`src/rtl/rtype_exec_unit_pkg.sv`:
```
// Shared definitions for the R-type execute unit: FSM states, opcode/funct
// codes and instruction field slices.
package rtype_exec_unit_pkg;

  typedef enum logic [1:0] {
    S_IDLE = 2'd0,
    S_DEC  = 2'd1,
    S_EXE  = 2'd2,
    S_WB   = 2'd3
  } state_t;

  localparam logic [5:0] OP_RTYPE = 6'h00;

  localparam logic [5:0] F_SLL  = 6'h00;
  localparam logic [5:0] F_SRL  = 6'h02;
  localparam logic [5:0] F_SRA  = 6'h03;
  localparam logic [5:0] F_ADD  = 6'h20;
  localparam logic [5:0] F_ADDU = 6'h21;
  localparam logic [5:0] F_SUB  = 6'h22;
  localparam logic [5:0] F_SUBU = 6'h23;
  localparam logic [5:0] F_AND  = 6'h24;
  localparam logic [5:0] F_OR   = 6'h25;
  localparam logic [5:0] F_XOR  = 6'h26;
  localparam logic [5:0] F_NOR  = 6'h27;
  localparam logic [5:0] F_SLT  = 6'h2A;
  localparam logic [5:0] F_SLTU = 6'h2B;

  function automatic logic [5:0] f_opcode(input logic [31:0] i);
    return i[31:26];
  endfunction

  function automatic logic [4:0] f_rs(input logic [31:0] i);
    return i[25:21];
  endfunction

  function automatic logic [4:0] f_rt(input logic [31:0] i);
    return i[20:16];
  endfunction

  function automatic logic [4:0] f_rd(input logic [31:0] i);
    return i[15:11];
  endfunction

  function automatic logic [4:0] f_shamt(input logic [31:0] i);
    return i[10:6];
  endfunction

  function automatic logic [5:0] f_funct(input logic [31:0] i);
    return i[5:0];
  endfunction

endpackage

```
`src/rtl/rtype_exec_unit_alu.sv`:
```
// Combinational R-type ALU: arithmetic, logic, compares and shifts (shifts act on b/rt).
module rtype_alu
  import rtype_exec_unit_pkg::*;
#(
  parameter int unsigned DATA_W = 32
) (
  input  logic [DATA_W-1:0] a,
  input  logic [DATA_W-1:0] b,
  input  logic [4:0]        shamt,
  input  logic [5:0]        funct,
  output logic [DATA_W-1:0] result,
  output logic              of,
  output logic              illegal
);

  logic [DATA_W-1:0] sum;
  logic [DATA_W-1:0] diff;

  assign sum  = a + b;
  assign diff = a - b;

  // Select the operation; unsupported funct yields zero result and no overflow.
  always_comb begin
    result  = '0;
    of      = 1'b0;
    illegal = 1'b0;
    case (funct)
      F_ADD: begin
        result = sum;
        of     = (a[DATA_W-1] == b[DATA_W-1]) && (sum[DATA_W-1] != a[DATA_W-1]);
      end
      F_ADDU: result = sum;
      F_SUB: begin
        result = diff;
        of     = (a[DATA_W-1] != b[DATA_W-1]) && (diff[DATA_W-1] != a[DATA_W-1]);
      end
      F_SUBU: result = diff;
      F_AND:  result = a & b;
      F_OR:   result = a | b;
      F_XOR:  result = a ^ b;
      F_NOR:  result = ~(a | b);
      F_SLT:  result = {{(DATA_W-1){1'b0}}, ($signed(a) < $signed(b))};
      F_SLTU: result = {{(DATA_W-1){1'b0}}, (a < b)};
      F_SLL:  result = b << shamt;
      F_SRL:  result = b >> shamt;
      F_SRA:  result = $signed(b) >>> shamt;
      default: illegal = 1'b1;
    endcase
  end

endmodule

```
`src/rtl/rtype_exec_unit.sv`:
```
// Decode/execute/writeback half of a multi-cycle R-type CPU: one instruction
// per 4 clocks (IDLE -> DEC -> EXE -> WB), with an inline 32x32 register file.
module rtype_exec_unit
  import rtype_exec_unit_pkg::*;
#(
  parameter int unsigned DATA_W   = 32,
  parameter int unsigned REG_AW   = 5,
  parameter bit          CLEAR_RF = 1'b1
) (
  input  logic              clk,
  input  logic              rst,
  input  logic [31:0]       inst_code,
  input  logic              inst_valid,
  output logic              inst_ready,
  output logic [DATA_W-1:0] alu_result,
  output logic              zf,
  output logic              of,
  output logic              wb_done,
  output logic              illegal,
  input  logic [REG_AW-1:0] dbg_addr,
  output logic [DATA_W-1:0] dbg_data
);

  localparam int unsigned NREG = 2 ** REG_AW;

  state_t            state;
  logic [31:0]       inst_q;
  logic [DATA_W-1:0] a_q;
  logic [DATA_W-1:0] b_q;
  logic              ill_q;
  logic [DATA_W-1:0] rf [NREG];

  logic [DATA_W-1:0] rs_data;
  logic [DATA_W-1:0] rt_data;
  logic [DATA_W-1:0] alu_res;
  logic              alu_of;
  logic              alu_ill;
  logic              ex_ill;
  logic              wr_en;

  // r0 is hardwired to zero on every read port, so its storage is never trusted.
  assign rs_data  = (f_rs(inst_q) == '0) ? '0 : rf[f_rs(inst_q)];
  assign rt_data  = (f_rt(inst_q) == '0) ? '0 : rf[f_rt(inst_q)];
  assign dbg_data = (dbg_addr == '0) ? '0 : rf[dbg_addr];

  rtype_alu #(.DATA_W(DATA_W)) u_alu (
    .a       (a_q),
    .b       (b_q),
    .shamt   (f_shamt(inst_q)),
    .funct   (f_funct(inst_q)),
    .result  (alu_res),
    .of      (alu_of),
    .illegal (alu_ill)
  );

  assign ex_ill = (f_opcode(inst_q) != OP_RTYPE) || alu_ill;

  // Overflowing add/sub and illegal instructions retire without a write.
  assign wr_en = (state == S_WB) && !ill_q && !of && (f_rd(inst_q) != '0);

  // Sequencer: latch, read operands, execute/flag, retire; all outputs registered.
  always_ff @(posedge clk or posedge rst) begin
    if (rst) begin
      state      <= S_IDLE;
      inst_ready <= 1'b1;
      alu_result <= '0;
      zf         <= 1'b1;
      of         <= 1'b0;
      wb_done    <= 1'b0;
      illegal    <= 1'b0;
      inst_q     <= '0;
      a_q        <= '0;
      b_q        <= '0;
      ill_q      <= 1'b0;
    end else begin
      wb_done <= 1'b0;
      illegal <= 1'b0;
      case (state)
        S_IDLE: begin
          if (inst_valid && inst_ready) begin
            inst_q     <= inst_code;
            inst_ready <= 1'b0;
            state      <= S_DEC;
          end
        end
        S_DEC: begin
          a_q   <= rs_data;
          b_q   <= rt_data;
          state <= S_EXE;
        end
        S_EXE: begin
          if (ex_ill) begin
            alu_result <= '0;
            zf         <= 1'b1;
            of         <= 1'b0;
          end else begin
            alu_result <= alu_res;
            zf         <= (alu_res == '0);
            of         <= alu_of;
          end
          ill_q <= ex_ill;
          state <= S_WB;
        end
        S_WB: begin
          wb_done    <= 1'b1;
          illegal    <= ill_q;
          inst_ready <= 1'b1;
          state      <= S_IDLE;
        end
        default: state <= S_IDLE;
      endcase
    end
  end

  // Register file write on the edge leaving WB; reset clearing is optional.
  // An async reset forces state to IDLE immediately, so wr_en drops and an
  // aborted instruction can never write in either variant.
  generate
    if (CLEAR_RF) begin : g_rf_clear
      always_ff @(posedge clk or posedge rst) begin
        if (rst) begin
          rf <= '{default: '0};
        end else if (wr_en) begin
          rf[f_rd(inst_q)] <= alu_result;
        end
      end
    end else begin : g_rf_keep
      always_ff @(posedge clk) begin
        if (wr_en) begin
          rf[f_rd(inst_q)] <= alu_result;
        end
      end
    end
  endgenerate

endmodule
```
`config.mk`:
```
export PLATFORM = sky130hd
export DESIGN_NAME = rtype_exec_unit
export DESIGN_NICKNAME = d
export VERILOG_FILES = /design/src/rtl/rtype_exec_unit_pkg.sv /design/src/rtl/rtype_exec_unit_alu.sv /design/src/rtl/rtype_exec_unit.sv
export SDC_FILE = /design/constraint.sdc
export NUM_CORES = 2
export LEC_CHECK = 0
export CORE_MARGIN = 2
export CORE_UTILIZATION = 35
export CTS_CLUSTER_DIAMETER = 80
export DETAILED_ROUTE_END_ITERATION = 10
export PLACE_DENSITY = 0.5
export SLEW_MARGIN = 0
export SYNTH_ARGS = -nofsm -noshare
export SYNTH_HDL_FRONTEND = slang
export SYNTH_SLANG_ARGS = --single-unit
```
`constraint.sdc`:
```
create_clock -name clk -period 51.7 [get_ports clk]
set_clock_uncertainty 0.2 [all_clocks]
set_input_delay 12.925 -clock clk [delete_from_list [all_inputs] [get_ports clk]]
set_output_delay 12.925 -clock clk [all_outputs]
set_load 0.05 [all_outputs]
```
==> impl_metrics.ini <==
[power]
p_total_mw = 4.00
power.density_nw_per_um2 = 46.3
p_leak_nw = 36.8
vdd_drop_max_v = 0.0000756

[cells_and_area]
final_util_pct = 39.0
drive_gt1_share_pct = 35.3
nNetsFinal = 6349
fill_cells = 21154
synthToLayoutAreaGrowth_pct = 11.0

[synthesis]
ys_async_sr_fraction_pct = 100
synth_warnings = 0
synth_top_cell_by_area = dfrtp_1
synthTopCellsByCount = 1158 x dfrtp_1, 1114 x mux2_2, 628 x mux4_2
syn-instance-count = 6478
muxShareOfSynthArea_pct = 40.8
synth_compound_gate_area_share_pct = 10.8
synth-seq-cells = 1160
yosysMostFrequentCell = dfrtp_1
synth.lib_cells_used.distinct = 92
yosys.area_share.simple_pct = 4.65
syn_nets = 6627
yosysSeqAreaShare_pct = 37.3
synth.area.top_cells = dfrtp_1 37%, mux4_2 18%, mux2_2 16%
avgSynthCellArea_sq_um = 12.0
synth_top_family_by_area = multiplexers
synth_fa_ha_area_share_pct = 1.77
synth_xor_area_share_pct = 0.563
yosys_most_used_dff = dfrtp_1
yosysTopAreaCellShare_pct = 37.2
synth_edf_count = 0
synthesis.area_sq_um = 77800

[sta]
post-route-period-util_pct = 58.8
fmax_ghz = 0.0329
min_period_ns = 30.41
max-slew-margin-rel_pct = 9.71
tightestPinTransition_ns = 1.32
slew_viol_final = 0
tns_ns = 0
setup_viol = 0
hold_viol = 0
rsz0062_at_grt = false

[place]
gp_congestion = 0.953
io_buffer_count = 108
dp_hpwl_um = 188000

[clock_tree]
post_cts_resized = 0
cts_buffer_depth = 3
cts_setup_buffers = 0
cts_tree = yes
htree_levels = 4
root_buffer = clkbuf_16
cts_buffers = 145
postCtsHoldBufs = 0
clock_sinks = 1160
clk_pin_slew_ns = 0.06
clock_latency_ns = 0.82

[route]
drc = 0
vias_per_cell = 6.47
wl_per_cell_um = 33.2
ant_nets = 0
vias = 60066
routed_wl_um = 308000
drtIter0Drc = 6596
dr.pass1.iters = 7

[global_routing]
grt_pass1_wl_um = 443000
grt_usage_pct = 26.9
antenna_found_initial = 12
grt_overflow = 0
grt_max_degree = 176
grt_pass1_vias = 58731

[min_path]
worstHoldPathType = register to register
min_path_cells = 0

[setup_path]
crit_path_end_kind = output pin
start_kind = input pin
reg2regPathDepth = 12
worstPathArrival_ns = 17.29
crit_fanout = 48
cp.required_ns = 38.58
crit_type = input pin to output pin

[run_status]
outcome = completed

[run]
cap_violations = 0

[floorplanning]
coreArea_sq_um = 222000
io_pins = 109
fp.dieW_um = 476
start_util_pct = 35.1
die_h_um = 476
die_area_sq_um = 226000
rows = 173
-- cell families (layout without fill, tap and decap cells) --
kind of cell | count (synthesis) | count (layout)
adder cells (fa/ha/maj) | 109 | 109
flip-flops | 1160 | 1160
other | 0 | 3
XOR/XNOR | 50 | 50
AND/OR/NAND/NOR | 769 | 769
buffers and inverters | 813 | 647
multiplexers | 2235 | 2235
AO/OA/AOI/OAI | 1342 | 1342
-- state kept, by name, summed over array words and instances (netlist names) --
register,count
rf,1024
b_q,32
a_q,32
ill_q,1
inst_ready,1
alu_result,32
of,1
state,2
illegal,1
inst_q,32
wb_done,1
zf,1
-- critical path, cell delays in order --
cell	delay, ns
buf_8	0.43
buf_4	0.78
buf_4	0.73
mux4_2	0.59
mux4_2	0.47
mux2i_1	0.42
nor2_1	0.10
clkdlybuf4s50_1	0.73
-- report_power, final --
| part | total [mW] | internal [mW] | switching, mW |
|---|---|---|---|
| Sequential | 1.10 | 0.944 | 0.158 |
| Combinational | 1.86 | 0.612 | 1.25 |
| Clock | 1.03 | 0.608 | 0.425 |
| Total | 4.00 | 2.16 | 1.83 |
-- layout by cell type, fill, tap and decap left out, drive strengths merged, types with 36 or more instances in the layout --
cell type	netlist	routed
xnor2	41	41
nand3	41	41
a21oi	437	437
mux2i	485	485
a211oi	36	36
mux4	636	636
mux2	1114	1114
clkbuf	549	209
buf	149	170
inv	115	126
clkdlybuf4s50	0	103
o221ai	130	130
nor2	238	238
o22ai	209	209
dfrtp	1158	1158
ha	107	107
nor3	108	108
nand2	200	200
o21ai	274	274
-- final cells by class --
type | instances | area (sq um) | share of cell area, %
Clock buffer | 209 | 4210 | 4.87
Timing Repair Buffer | 273 | 2440 | 2.82
Antenna cell | 3 | 7.51 | 0.00869
Clock inverter | 50 | 584 | 0.676
Tap cell | 2975 | 3720 | 4.31
Multi-Input combinational cell | 4505 | 45900 | 53.1
Inverter | 115 | 439 | 0.508
Sequential cell | 1160 | 29100 | 33.7
-- per-stage QoR --
step	hold WS, ns	area (sq um)	setup WS [ns]	cells
2_1_floorplan	0.266	77800	5.91	6478
3_3_place_gp	0.206	81600	21.20	9028
3_5_place_dp	0.211	81600	21.17	9028
4_1_cts	0.222	86400	21.17	9287
5_1_grt	0.234	86400	20.95	9288
6_report	0.224	86400	21.29	9290
-- per-layer routing --
metal | vias to the layer above | wire [um] | GRT usage, %
met5 | - | 137 | 0
met4 | 6 | 13100 | 10.3
met3 | 659 | 26300 | 5.16
met1 | 31648 | 134000 | 38.7
li1 | 24592 | - | -
met2 | 3161 | 135000 | 40.1
-- path summary, 6_finish.rpt --
kind	from	to	slack, ns
worst max-delay path	dbg_addr[0]	dbg_data[30]	21.29
worst min-delay path	rf[1020]	rf[1020]	0.22
worst max register to register	b_q[17]	zf	45.62
worst min register to register	rf[1020]	rf[1020]	0.22
max in group asynchronous	rst	rf[399]	34.56
min in group asynchronous	rst	rf[671]	12.50
(Power assumes the default switching activity.)
